**config.mk**
```make
export PLATFORM = sky130hd
export DESIGN_NAME = video_cfg_sequencer_flat
export DESIGN_NICKNAME = d
export VERILOG_FILES = /design/src/rtl/video_cfg_sequencer_if.sv /design/src/rtl/video_cfg_sequencer.sv /design/src/flat_wrapper.sv
export SDC_FILE = /design/constraint.sdc
export NUM_CORES = 1
export LEC_CHECK = 0
export CORE_MARGIN = 2
export CORE_UTILIZATION = 30
export CTS_CLUSTER_SIZE = 14
export DETAILED_ROUTE_END_ITERATION = 8
export PLACE_DENSITY = 0.68
export SYNTH_ARGS = -nofsm -noshare
export SYNTH_HDL_FRONTEND = slang
export SYNTH_SLANG_ARGS = --single-unit
```
**constraint.sdc**
```tcl
create_clock -name clk -period 4.3 [get_ports clk]
set_input_delay 0.86 -clock clk [delete_from_list [all_inputs] [get_ports clk]]
set_output_delay 0.86 -clock clk [all_outputs]
set_load 0.01 [all_outputs]
```
**src/rtl/video_cfg_sequencer_if.sv**
```systemverilog
// Register-bank, frame-timing and buffer-swap signals shared between the
// host/timing side and the configuration sequencer.
interface video_cfg_sequencer_if;
  logic [31:0] cfg_ctrl;
  logic [31:0] cfg_front;
  logic [31:0] cfg_back;
  logic [31:0] cfg_res;
  logic        commit;
  logic        swap_req;
  logic        vblank;
  logic        swap_ready;
  logic        act_enable;
  logic [31:0] act_buf_addr;
  logic [15:0] act_width;
  logic [15:0] act_height;
  logic        swap_valid;
  logic        irq;
  logic [31:0] status;

  // Host / timing generator / pixel fetcher side.
  modport master (
    output cfg_ctrl, cfg_front, cfg_back, cfg_res,
    output commit, swap_req, vblank, swap_ready,
    input  act_enable, act_buf_addr, act_width, act_height,
    input  swap_valid, irq, status
  );

  // Sequencer side.
  modport slave (
    input  cfg_ctrl, cfg_front, cfg_back, cfg_res,
    input  commit, swap_req, vblank, swap_ready,
    output act_enable, act_buf_addr, act_width, act_height,
    output swap_valid, irq, status
  );
endinterface

```
**src/rtl/video_cfg_sequencer.sv**
```systemverilog
// Video configuration sequencer: stages register-bank writes and applies them
// atomically at vblank, runs the front/back buffer swap handshake with the
// pixel fetcher, and reports status plus a per-swap interrupt pulse.
module video_cfg_sequencer #(
  parameter int unsigned FCNT_W  = 16,
  parameter int unsigned MIN_DIM = 1
) (
  input logic                  clk,
  input logic                  reset,
  video_cfg_sequencer_if.slave bus
);

  typedef enum logic [1:0] {IDLE, RUN, SWAP} state_t;

  localparam logic [15:0] MIN_DIM_W = 16'(MIN_DIM);

  state_t              state_q, state_d;
  logic                cpend_q, cpend_d;
  logic                spend_q, spend_d;
  logic                buf_sel_q, buf_sel_d;
  logic                err_q, err_d;
  logic                irq_q, irq_d;
  logic                act_enable_q, act_enable_d;
  logic [31:0]         act_addr_q, act_addr_d;
  logic [15:0]         act_width_q, act_width_d;
  logic [15:0]         act_height_q, act_height_d;
  logic [FCNT_W-1:0]   fcnt_q, fcnt_d;

  logic [15:0]         cfg_width;
  logic [15:0]         cfg_height;
  logic                dims_ok;
  logic                commit_ok;
  logic                commit_bad;
  logic                apply_cfg;
  logic                unused_ctrl;

  assign cfg_width   = bus.cfg_res[15:0];
  assign cfg_height  = bus.cfg_res[31:16];
  assign dims_ok     = (cfg_width >= MIN_DIM_W) && (cfg_height >= MIN_DIM_W);
  assign commit_ok   = bus.commit && dims_ok;
  assign commit_bad  = bus.commit && !dims_ok;
  // Only the enable bit of the control register matters to this block.
  assign unused_ctrl = ^bus.cfg_ctrl[31:1];

  // Next-state and next-value logic for the sequencer.
  always_comb begin
    // NOTE: every variable gets its hold value first so no path leaves one
    // unassigned; that is what keeps this block free of inferred latches.
    state_d      = state_q;
    cpend_d      = cpend_q;
    spend_d      = spend_q;
    buf_sel_d    = buf_sel_q;
    err_d        = err_q;
    irq_d        = 1'b0;
    fcnt_d       = fcnt_q;
    act_enable_d = act_enable_q;
    act_addr_d   = act_addr_q;
    act_width_d  = act_width_q;
    act_height_d = act_height_q;
    apply_cfg    = 1'b0;

    // A rejected commit flags the error; only an accepted one clears it.
    if (commit_bad) begin
      err_d = 1'b1;
    end else if (commit_ok) begin
      err_d = 1'b0;
    end

    unique case (state_q)
      IDLE: begin
        // Display is off, so a commit applies straight away.
        if (commit_ok) begin
          apply_cfg = 1'b1;
          if (bus.cfg_ctrl[0]) begin
            state_d = RUN;
          end
        end
      end

      RUN: begin
        if (commit_ok) begin
          cpend_d = 1'b1;
        end
        if (bus.swap_req) begin
          spend_d = 1'b1;
        end
        // Decisions use the flags as they stood before this cycle, so a
        // commit or swap_req coincident with vblank waits for the next one.
        if (bus.vblank) begin
          fcnt_d = fcnt_q + FCNT_W'(1);
          if (cpend_q) begin
            apply_cfg = 1'b1;
            cpend_d   = commit_ok;
            if (!bus.cfg_ctrl[0]) begin
              state_d = IDLE;
              cpend_d = 1'b0;
              spend_d = 1'b0;
            end
          end else if (spend_q) begin
            state_d = SWAP;
          end
        end
      end

      SWAP: begin
        // Commits are staged for a later vblank; extra swap_req is absorbed.
        if (commit_ok) begin
          cpend_d = 1'b1;
        end
        if (bus.vblank) begin
          fcnt_d = fcnt_q + FCNT_W'(1);
        end
        if (bus.swap_ready) begin
          buf_sel_d  = ~buf_sel_q;
          act_addr_d = buf_sel_q ? bus.cfg_front : bus.cfg_back;
          spend_d    = 1'b0;
          irq_d      = 1'b1;
          state_d    = RUN;
        end
      end

      default: state_d = IDLE;
    endcase

    if (apply_cfg) begin
      act_enable_d = bus.cfg_ctrl[0];
      act_addr_d   = buf_sel_q ? bus.cfg_back : bus.cfg_front;
      act_width_d  = cfg_width;
      act_height_d = cfg_height;
    end
  end

  // State register.
  always_ff @(posedge clk or negedge reset) begin
    // NOTE: sequential state uses non-blocking assignment so every register
    // samples pre-edge values regardless of statement or block order.
    if (!reset) begin
      state_q <= IDLE;
    end else begin
      state_q <= state_d;
    end
  end

  // Pending flags, error, buffer select, frame counter and applied config.
  always_ff @(posedge clk or negedge reset) begin
    if (!reset) begin
      cpend_q      <= 1'b0;
      spend_q      <= 1'b0;
      buf_sel_q    <= 1'b0;
      err_q        <= 1'b0;
      irq_q        <= 1'b0;
      fcnt_q       <= '0;
      act_enable_q <= 1'b0;
      act_addr_q   <= '0;
      act_width_q  <= '0;
      act_height_q <= '0;
    end else begin
      cpend_q      <= cpend_d;
      spend_q      <= spend_d;
      buf_sel_q    <= buf_sel_d;
      err_q        <= err_d;
      irq_q        <= irq_d;
      fcnt_q       <= fcnt_d;
      act_enable_q <= act_enable_d;
      act_addr_q   <= act_addr_d;
      act_width_q  <= act_width_d;
      act_height_q <= act_height_d;
    end
  end

  // The swap offer is a pure state decode, so reset removes it at once.
  assign bus.swap_valid   = (state_q == SWAP);
  assign bus.irq          = irq_q;
  assign bus.act_enable   = act_enable_q;
  assign bus.act_buf_addr = act_addr_q;
  assign bus.act_width    = act_width_q;
  assign bus.act_height   = act_height_q;
  assign bus.status       = {16'(fcnt_q), 12'h000, err_q, buf_sel_q, spend_q, cpend_q};

endmodule

```
**src/flat_wrapper.sv**
```systemverilog
// flat-port wrapper written by rule: the top's interface ports become plain ports
module video_cfg_sequencer_flat 
#(
  parameter int unsigned FCNT_W  = 16,
  parameter int unsigned MIN_DIM = 1
)
  (clk, reset, bus_cfg_ctrl, bus_cfg_front, bus_cfg_back, bus_cfg_res, bus_commit, bus_swap_req, bus_vblank, bus_swap_ready, bus_act_enable, bus_act_buf_addr, bus_act_width, bus_act_height, bus_swap_valid, bus_irq, bus_status);
  video_cfg_sequencer_if bus_i ();
  input logic clk;
  input logic reset;
  input wire logic [$bits(bus_i.cfg_ctrl)-1:0] bus_cfg_ctrl;
  input wire logic [$bits(bus_i.cfg_front)-1:0] bus_cfg_front;
  input wire logic [$bits(bus_i.cfg_back)-1:0] bus_cfg_back;
  input wire logic [$bits(bus_i.cfg_res)-1:0] bus_cfg_res;
  input wire logic [$bits(bus_i.commit)-1:0] bus_commit;
  input wire logic [$bits(bus_i.swap_req)-1:0] bus_swap_req;
  input wire logic [$bits(bus_i.vblank)-1:0] bus_vblank;
  input wire logic [$bits(bus_i.swap_ready)-1:0] bus_swap_ready;
  output wire logic [$bits(bus_i.act_enable)-1:0] bus_act_enable;
  output wire logic [$bits(bus_i.act_buf_addr)-1:0] bus_act_buf_addr;
  output wire logic [$bits(bus_i.act_width)-1:0] bus_act_width;
  output wire logic [$bits(bus_i.act_height)-1:0] bus_act_height;
  output wire logic [$bits(bus_i.swap_valid)-1:0] bus_swap_valid;
  output wire logic [$bits(bus_i.irq)-1:0] bus_irq;
  output wire logic [$bits(bus_i.status)-1:0] bus_status;
  assign bus_i.cfg_ctrl = bus_cfg_ctrl;
  assign bus_i.cfg_front = bus_cfg_front;
  assign bus_i.cfg_back = bus_cfg_back;
  assign bus_i.cfg_res = bus_cfg_res;
  assign bus_i.commit = bus_commit;
  assign bus_i.swap_req = bus_swap_req;
  assign bus_i.vblank = bus_vblank;
  assign bus_i.swap_ready = bus_swap_ready;
  assign bus_act_enable = bus_i.act_enable;
  assign bus_act_buf_addr = bus_i.act_buf_addr;
  assign bus_act_width = bus_i.act_width;
  assign bus_act_height = bus_i.act_height;
  assign bus_swap_valid = bus_i.swap_valid;
  assign bus_irq = bus_i.irq;
  assign bus_status = bus_i.status;
  video_cfg_sequencer #(.FCNT_W(FCNT_W), .MIN_DIM(MIN_DIM)) u_core (.clk(clk), .reset(reset), .bus(bus_i));
endmodule
```
; Yosys cells after proc, flatten, opt, wreduce, memory -nomap -nowiden
; Index checks and enable logic that the tools add are counted.
[word_totals]
regBits = 88
[classes]
order_cmp = 2
addsub = 1
n_mux = 32
bitwise_logic = 1
reduce_logical = 15
eq_ne = 8
[op_table]
columns = operator, count
row1 = 2-to-1 mux 32 bit, 5
row2 = >= comparator 16 x 1 -> 1 bit (second input constant), 2
row3 = adder 16 x 1 -> 16 bit (second input constant), 1
row4 = 2-to-1 mux 1 bit, 16
row5 = 2-to-1 mux 2 bit, 7
row6 = AND reduction 2 bit, 4
row7 = nonzero test 2 bit, 4
row8 = != test 2 bit (second input constant), 3
row9 = case mux 1 bit (2 select lines), 3
row10 = case mux 2 bit (3 select lines), 1
row11 = AND reduction 6 bit, 1
row12 = logical AND 1 bit, 3
row13 = != test 3 x 1 -> 1 bit (second input constant), 1
row14 = != test 3 bit (second input constant), 1
row15 = == test 2 x 1 -> 1 bit (second input constant), 1
row16 = == test 2 bit (second input constant), 1
row17 = zero test 2 bit, 1
row18 = != test 2 x 1 -> 1 bit (second input constant), 1
row19 = OR reduction 2 bit, 1
row20 = zero test 1 bit, 1
row21 = NOT 1 bit, 1

; Logic depth before layout (Yosys ltp)
; Gate-level depths: netlist of the first run.
[logic_depth]
depth_word = 7
mapped_depth = 9

; Worst setup path before layout of the first run
; No wires, ideal clock.
[synth_timing]
path_kind = input port to flip-flop
startpoint = input port bus_cfg_res[4]
endpoint = register u_core.act_addr_q[1], in the netlist u_core.bus.act_buf_addr[1]
path_buffers = 1
arrival_ps = 2206
setup_slack_ps = 1982
required_time_ps = 4189
stages = 6
setup_ps = 111
cell_sequence = nor4_1 > nand4_1 > a32oi_1 > buf_2 > a211oi_1 > a2111oi_2
[synth_via]
elab_chain_len = 7
word_cells_on_any_way = 9
classes_between = order compare: 1 / mux: 3 / reduce/logical: 5
[synth_lines]
columns = item, line_no
row1 = start: declaration, flat_wrapper.sv:14  ; input wire logic [$bits(bus_i.cfg_res)-1:0] bus_cfg_res;
row2 = >= comparator 16 x 1 -> 1 bit *, video_cfg_sequencer.sv:39  ; assign dims_ok = (cfg_width >= MIN_DIM_W) && (cfg_height >= MIN_DIM_W);
row3 = logical AND 1 bit *, video_cfg_sequencer.sv:39
row4 = logical AND 1 bit *, video_cfg_sequencer.sv:40  ; assign commit_ok = bus.commit && dims_ok;
row5 = 2-to-1 mux 1 bit *, video_cfg_sequencer.sv:72  ; if (commit_ok) begin
row6 = case mux 1 bit (2 select lines) *, video_cfg_sequencer.sv:69  ; unique case (state_q)
row7 = nonzero test 2 bit (no line), --
row8 = AND reduction 2 bit (no line), --
row9 = end signal: assignment, video_cfg_sequencer.sv:165  ; act_addr_q <= act_addr_d;
row10 = end: declaration, video_cfg_sequencer.sv:24  ; logic [31:0] act_addr_q, act_addr_d;
; Every way passes the cells marked *; elsewhere a longest branch is shown, timed or not.
; A chain may end at the register's enable or synchronous reset.

; Worst setup path after layout of the first run
[layout_timing]
startpoint = input port bus_cfg_res[7]
endpoint = register u_core.act_addr_q[0], in the netlist u_core.bus.act_buf_addr[0]
; The elaborated chain is that of the path after synthesis.

==> metrics.yaml, run 1 <==
critPathArrivalTime_ns: 3.15
p_leak_uw: 0.002863
die_w_microns: 133.7
holdCritPathClass: "reg2reg"
synth.avg_cell_area_sq_um: 11.21
grt_start_max_net_pins: 76
overflow: 0
grt_usage_pct: 15.92
area_growth_pct: 45.93
r2r_start: "u_core.state_q[0]$_DFFE_PN0P_"
ant_nets: 0
final_cell_count_no_fill: 844
clk_pin_slew_ns: 0.07
finalClockSkew_ns: 0.006149
path_class: "in2reg"
hold_buffers: 0
core_area_sq_um: 16520
clock_sinks: 88
cts_buffers: 9
setup_viol: 0
cts_tree: "yes"
drive_gt1_share_pct: 15.22
clk_latency_ns: 0.34
syn_area_sq_um: 5045
viasPerCell: 5.043
fin_nets: 758
port_buffers: 189
start_util_pct: 30.53
tightestPinTransition_ns: 0.8797
period_needed_ns: 2.974
postRouteWirelength_microns: 14360
cts_resized: 0
drc: 0
cp_max_fo: 32
h-tree-depth: 3
die_area_sq_um: 17870
dp_hpwl_microns: 9670
maxCapViolCount: 0
ys_seq_elements: 88
grt_pass1_wl_microns: 22690
vias: 4256
clock.fmax_ghz: 0.3363
ir_drop_mv: 0.3341
grt_pass1_vias: 4257
gp_congestion: 0.7643
synth.distinct_cells: 36
rows: 47
antenna_cells: 0
cts_buffer_depth: 2
syn_inst: 450
synthArstFlopShare_pct: 100.0
powerDensity_nw_per_um2: 663.7
slew-limit-headroom_pct: 41.35
yosys-top-cells-count: "dfrtp_1, a211oi_1, mux2i_1"
ys_warn_count: 0
yosysMostFrequentCell: "dfrtp_1"
hold_start: "u_core.err_q$_DFFE_PN0P_"
first_pass_iters: 5
wire_per_inst_microns: 17.02
cts_setup_buffers: 0
tns_ns: 0
yosysTopAreaCell: "dfrtp_1"
setup.worst_path.start_class: "input port"
ios: 233
slew_violations: 0
netlist.area_leader.share_pct: 43.65
die_y_microns: 133.7
endpoint_kind: "flip-flop"
startpoint: "bus_cfg_res[7]"
drtIter0Drc: 160
cts_root_buf: "clkbuf_16"
yosys_most_used_dff: "dfrtp_1"
rsz0062_at_grt: "no"
placedCellCount: 828
synth-edff-count: 0
finalCritPeriodShare_pct: 69.15
critPathRequiredTime_ns: 4.48
status: "complete, no violations"
synthTopCellsByArea: "dfrtp_1, a211oi_1, a2111oi_2"
hold_violations: 0
antenna_found_initial: 0
yosysSeqAreaShare_pct: 43.65
==> cell type report <==
cell class              instances  area [sq um]
clock buffers                  10         239.0
well taps                     220         275.3
repair buffers                198          1957
fillers                      1532          9163
multi-input cells             318          2603
clock inverters                 6         67.56
inverters                       4         15.01
flip-flops and latches         88          2206
==> layout by cell type, fill, tap and decap left out, drive strengths merged, types with 7 or more instances in the layout <==
cell,Yosys,final
clkdlybuf4s50,0,188
dfrtp,88,88
a211oi,63,63
mux2i,35,35
mux2,34,34
nor2,32,32
nor2b,31,31
a2111oi,31,31
xnor2,13,13
conb,1,12
nand2,10,10
buf,30,10
clkbuf,21,10
nor4,8,8
nand3,7,7
==> path summary, 6_finish.rpt <==
kind	end	slack (ns)	cells past startpoint
min in group asynchronous	u_core.bus.act_buf_addr[5]$_DFFE_PN0P_	0.59	1
max reg2reg	u_core.bus.act_buf_addr[0]$_DFFE_PN0P_	1.70	6
min reg2reg	u_core.err_q$_DFFE_PN0P_	0.48	1
max in group asynchronous	u_core.bus.act_buf_addr[8]$_DFFE_PN0P_	2.77	2
max	u_core.bus.act_buf_addr[0]$_DFFE_PN0P_	1.33	7
min	u_core.err_q$_DFFE_PN0P_	0.48	1
==> metrics by stage <==
| step | utilization (%) | power [uW] | worst slack [ns] | hold WS, ns | area, sq um |
|---|---|---|---|---|---|
| 3_5_place_dp | 42.70 | 4112 | 0.8757 | 0.4703 | 7056 |
| 6_report | 44.55 | 4886 | 1.326 | 0.4804 | 7362 |
| 3_3_place_gp | 42.70 | 4048 | 0.9170 | 0.4640 | 7056 |
| 5_1_grt | 44.55 | 5221 | 1.131 | 0.5068 | 7362 |
| 4_1_cts | 44.55 | 4959 | 1.250 | 0.4866 | 7362 |
| 2_1_floorplan | - | 3003 | 1.982 | 0.4521 | 5086 |
==> power by group <==
part | switching, uW | internal, uW
clock network | 342 | 468
logic | 1140 | 1420
registers | 309 | 1210
total | 1790 | 3100
==> metal layers <==
| layer | track usage [%] | part of all wire [%] | vias to the layer above |
|---|---|---|---|
| li1 | - | - | 2017 |
| met1 | 20.39 | 44 | 2060 |
| met2 | 26.32 | 47 | 167 |
| met3 | 4.376 | 7.2 | 12 |
| met4 | 4.728 | 1.2 | 0 |
| met5 | 0 | 0 | - |
==> state kept, by name, indices dropped and copies added (netlist names) <==
| register | cells |
|---|---|
| u_core.buf_sel_q | 1 |
| u_core.bus.act_enable | 1 |
| u_core.cpend_q | 1 |
| u_core.state_q | 2 |
| u_core.bus.act_height | 16 |
| u_core.fcnt_q | 16 |
| u_core.err_q | 1 |
| u_core.bus.act_width | 16 |
| u_core.bus.act_buf_addr | 32 |
| u_core.spend_q | 1 |
| u_core.bus.irq | 1 |
==> critical path: stages <==
cell,delay [ns]
clkdlybuf4s50_1,0.43
nor4_1,0.34
nand4_1,0.30
a31o_2,0.35
nor3_4,0.10
buf_4,0.52
a2111oi_0,0.22
==> kinds of logic (layout without fill, tap and decap cells) <==
kind of cell | count (synthesis) | in the layout | share of synthesized area, %
buffers and inverters | 55 | 218 | 5.729
adder cells (fa/ha/maj) | 5 | 5 | 1.240
AO/OA/AOI/OAI | 106 | 106 | 20.21
flip-flops | 88 | 88 | 43.65
other | 1 | 12 | 0.07433
XOR/XNOR | 16 | 16 | 2.778
multiplexers | 69 | 69 | 14.53
AND/OR/NAND/NOR | 110 | 110 | 11.78
Power figures use the tool's default switching activity.
==> run 2: changes to the inputs <==
- PLACE_DENSITY: 0.68 -> 0.71
- clock period: 4.3 -> 2.5 ns (I/O delays scaled with it)
==> run 2 against run 1 <==
- power increased by 72%
- clock skew decreased by 0.0011 ns
- critical path depth rose by 2
- sequential share of layout area down 0.80 points
- cell count increased by 2.3%
- register-to-register slack worse by 1.5 ns
- clock-buffer cell count unchanged
- via count increased by 3.6%
==> metrics.yaml, run 2 (synthesized netlist as in run 1, its figures left out) <==
viasPerCell: 5.109
critPathRequiredTime_ns: 2.71
die_w_microns: 133.7
clock_sinks: 88
rsz0062_at_grt: "yes"
core_area_sq_um: 16520
die_y_microns: 133.7
ios: 233
finalCritPeriodShare_pct: 96.71
final_cell_mix: "clkdlybuf4s50_1, dfrtp_1, a211oi_1"
path_cells: "clkdlybuf4s50_1 > nor4_1 > nand4_1 > buf_4 > buf_4 > and2_1 > buf_12 > a211oi_1 > a2111oi_2"
cts_root_buf: "clkbuf_16"
gp_congestion: 0.8152
status: "complete, no violations"
cts_buffer_depth: 2
h-tree-depth: 3
overflow: 0
final_cell_count_no_fill: 863
grt_pass1_vias: 4704
area_growth_pct: 49.93
holdCritPathClass: "in2async"
cts_tree: "yes"
path_delay_family: "buffers and inverters"
final_common_cell: "clkdlybuf4s50_1"
dp_hpwl_microns: 10710
clk_pin_slew_ns: 0.06
tightestPinTransition_ns: 0.5763
wire_per_inst_microns: 17.37
grt_pass1_wl_microns: 23910
endpoint_kind: "flip-flop"
hold_buffers: 0
p_leak_uw: 0.002975
powerDensity_nw_per_um2: 1114
finalClockSkew_ns: 0.005048
slew_violations: 0
port_buffers: 189
placedCellCount: 848
setup_viol: 0
rrSetupSlack_ns: 0.20
die_area_sq_um: 17870
cpPeakStageDelay_ns: 0.42
crit_slowest_cell: "clkdlybuf4s50_1"
clock.fmax_ghz: 0.4136
drc: 0
r2r_start: "u_core.state_q[0]$_DFFE_PN0P_"
path_class: "in2reg"
tns_ns: 0
drive_gt1_share_pct: 17.57
critPathArrivalTime_ns: 2.63
finalInstanceArea_sq_um: 7564
drtIter0Drc: 160
rows: 47
antenna_cells: 0
slew-limit-headroom_pct: 61.58
ant_nets: 0
start_util_pct: 30.53
postRouteWirelength_microns: 14990
grt_start_max_net_pins: 58
largest_reg_flops: 32
hold_violations: 0
cts_buffers: 9
crit_top_cell: "buf_4"
antenna_found_initial: 0
first_pass_iters: 4
vias: 4409
maxCapViolCount: 0
ir_drop_mv: 0.4801
crit_buf_inv: 4
period_needed_ns: 2.418
cp_max_fo: 32
clk_latency_ns: 0.34
setup.worst_path.start_class: "input port"
dpl_cell_area_sq_um: 7293
rr_endpoint: "u_core.bus.act_buf_addr[10]$_DFFE_PN0P_"
worst_r2r_path_depth: 8
fin_nets: 779
grt_usage_pct: 16.93
## run 2: power breakdown
part / internal (uW) / switching [uW] / leakage (uW) / total, uW
sequential: 2080 / 548 / 0.00104 / 2630
clock: 685 / 561 / 0.000130 / 1250
combinational: 2550 / 2000 / 0.00180 / 4550
## run 2: timing repair
item	CTS	global route
buffers inserted	0	1
setup endpoints to repair	0	1
gates resized for setup	0	1
## run 2: worst max path at each step
stage,from,end,slack (ns),cells past startpoint
after detailed placement,bus_cfg_res[11],u_core.bus.act_buf_addr[0]$_DFFE_PN0P_,-0.27,8
after floorplan,u_core.state_q[0]$_DFFE_PN0P_,u_core.bus.act_buf_addr[1]$_DFFE_PN0P_,0.37,9
after global placement,bus_cfg_res[29],u_core.bus.act_buf_addr[0]$_DFFE_PN0P_,-0.20,7
final,bus_cfg_res[29],u_core.bus.act_buf_addr[28]$_DFFE_PN0P_,0.08,9
after CTS,bus_cfg_res[11],u_core.bus.act_buf_addr[25]$_DFFE_PN0P_,0.09,8
after global routing,bus_cfg_res[31],u_core.bus.act_buf_addr[22]$_DFFE_PN0P_,-0.008,9
## run 2: final cells by class
cell class / count / area, sq um
fill: 1531 / 8961
inverter: 4 / 15.01
tap: 220 / 275.3
clock buffer: 10 / 239.0
sequential: 88 / 2206
clock inverter: 4 / 22.52
multi-input combinational: 318 / 2604
timing repair buffer: 219 / 2202
## run 2: routing by layer
metal,wire length (microns),up-vias,GRT usage (%)
met3,1057,16,4.338
met2,7437,168,29.41
met1,6218,2167,19.97
met4,274,0,6.856
li1,-,2058,-
met5,0,-,0
## run 2: worst register-to-register path, delay by kind of cell, from the launching register on
family          cells  cell delay [ns]
compound gates      3             0.77
fa+ha+maj           1             0.23
buf+inv             2             0.33
flops               1             0.48
simple gates        2             0.37
## run 2: per-stage QoR
step	utilization (%)	hold WS, ns	worst slack, ns	total power [uW]
after floorplan	-	0.2044	0.3656	5165
after global placement	44.14	0.4620	-0.1979	7075
after detailed placement	44.14	0.4662	-0.2744	7250
after CTS	45.72	0.1706	0.08627	8560
after global routing	45.77	0.1933	-0.008078	9005
final	45.77	0.1512	0.08233	8423
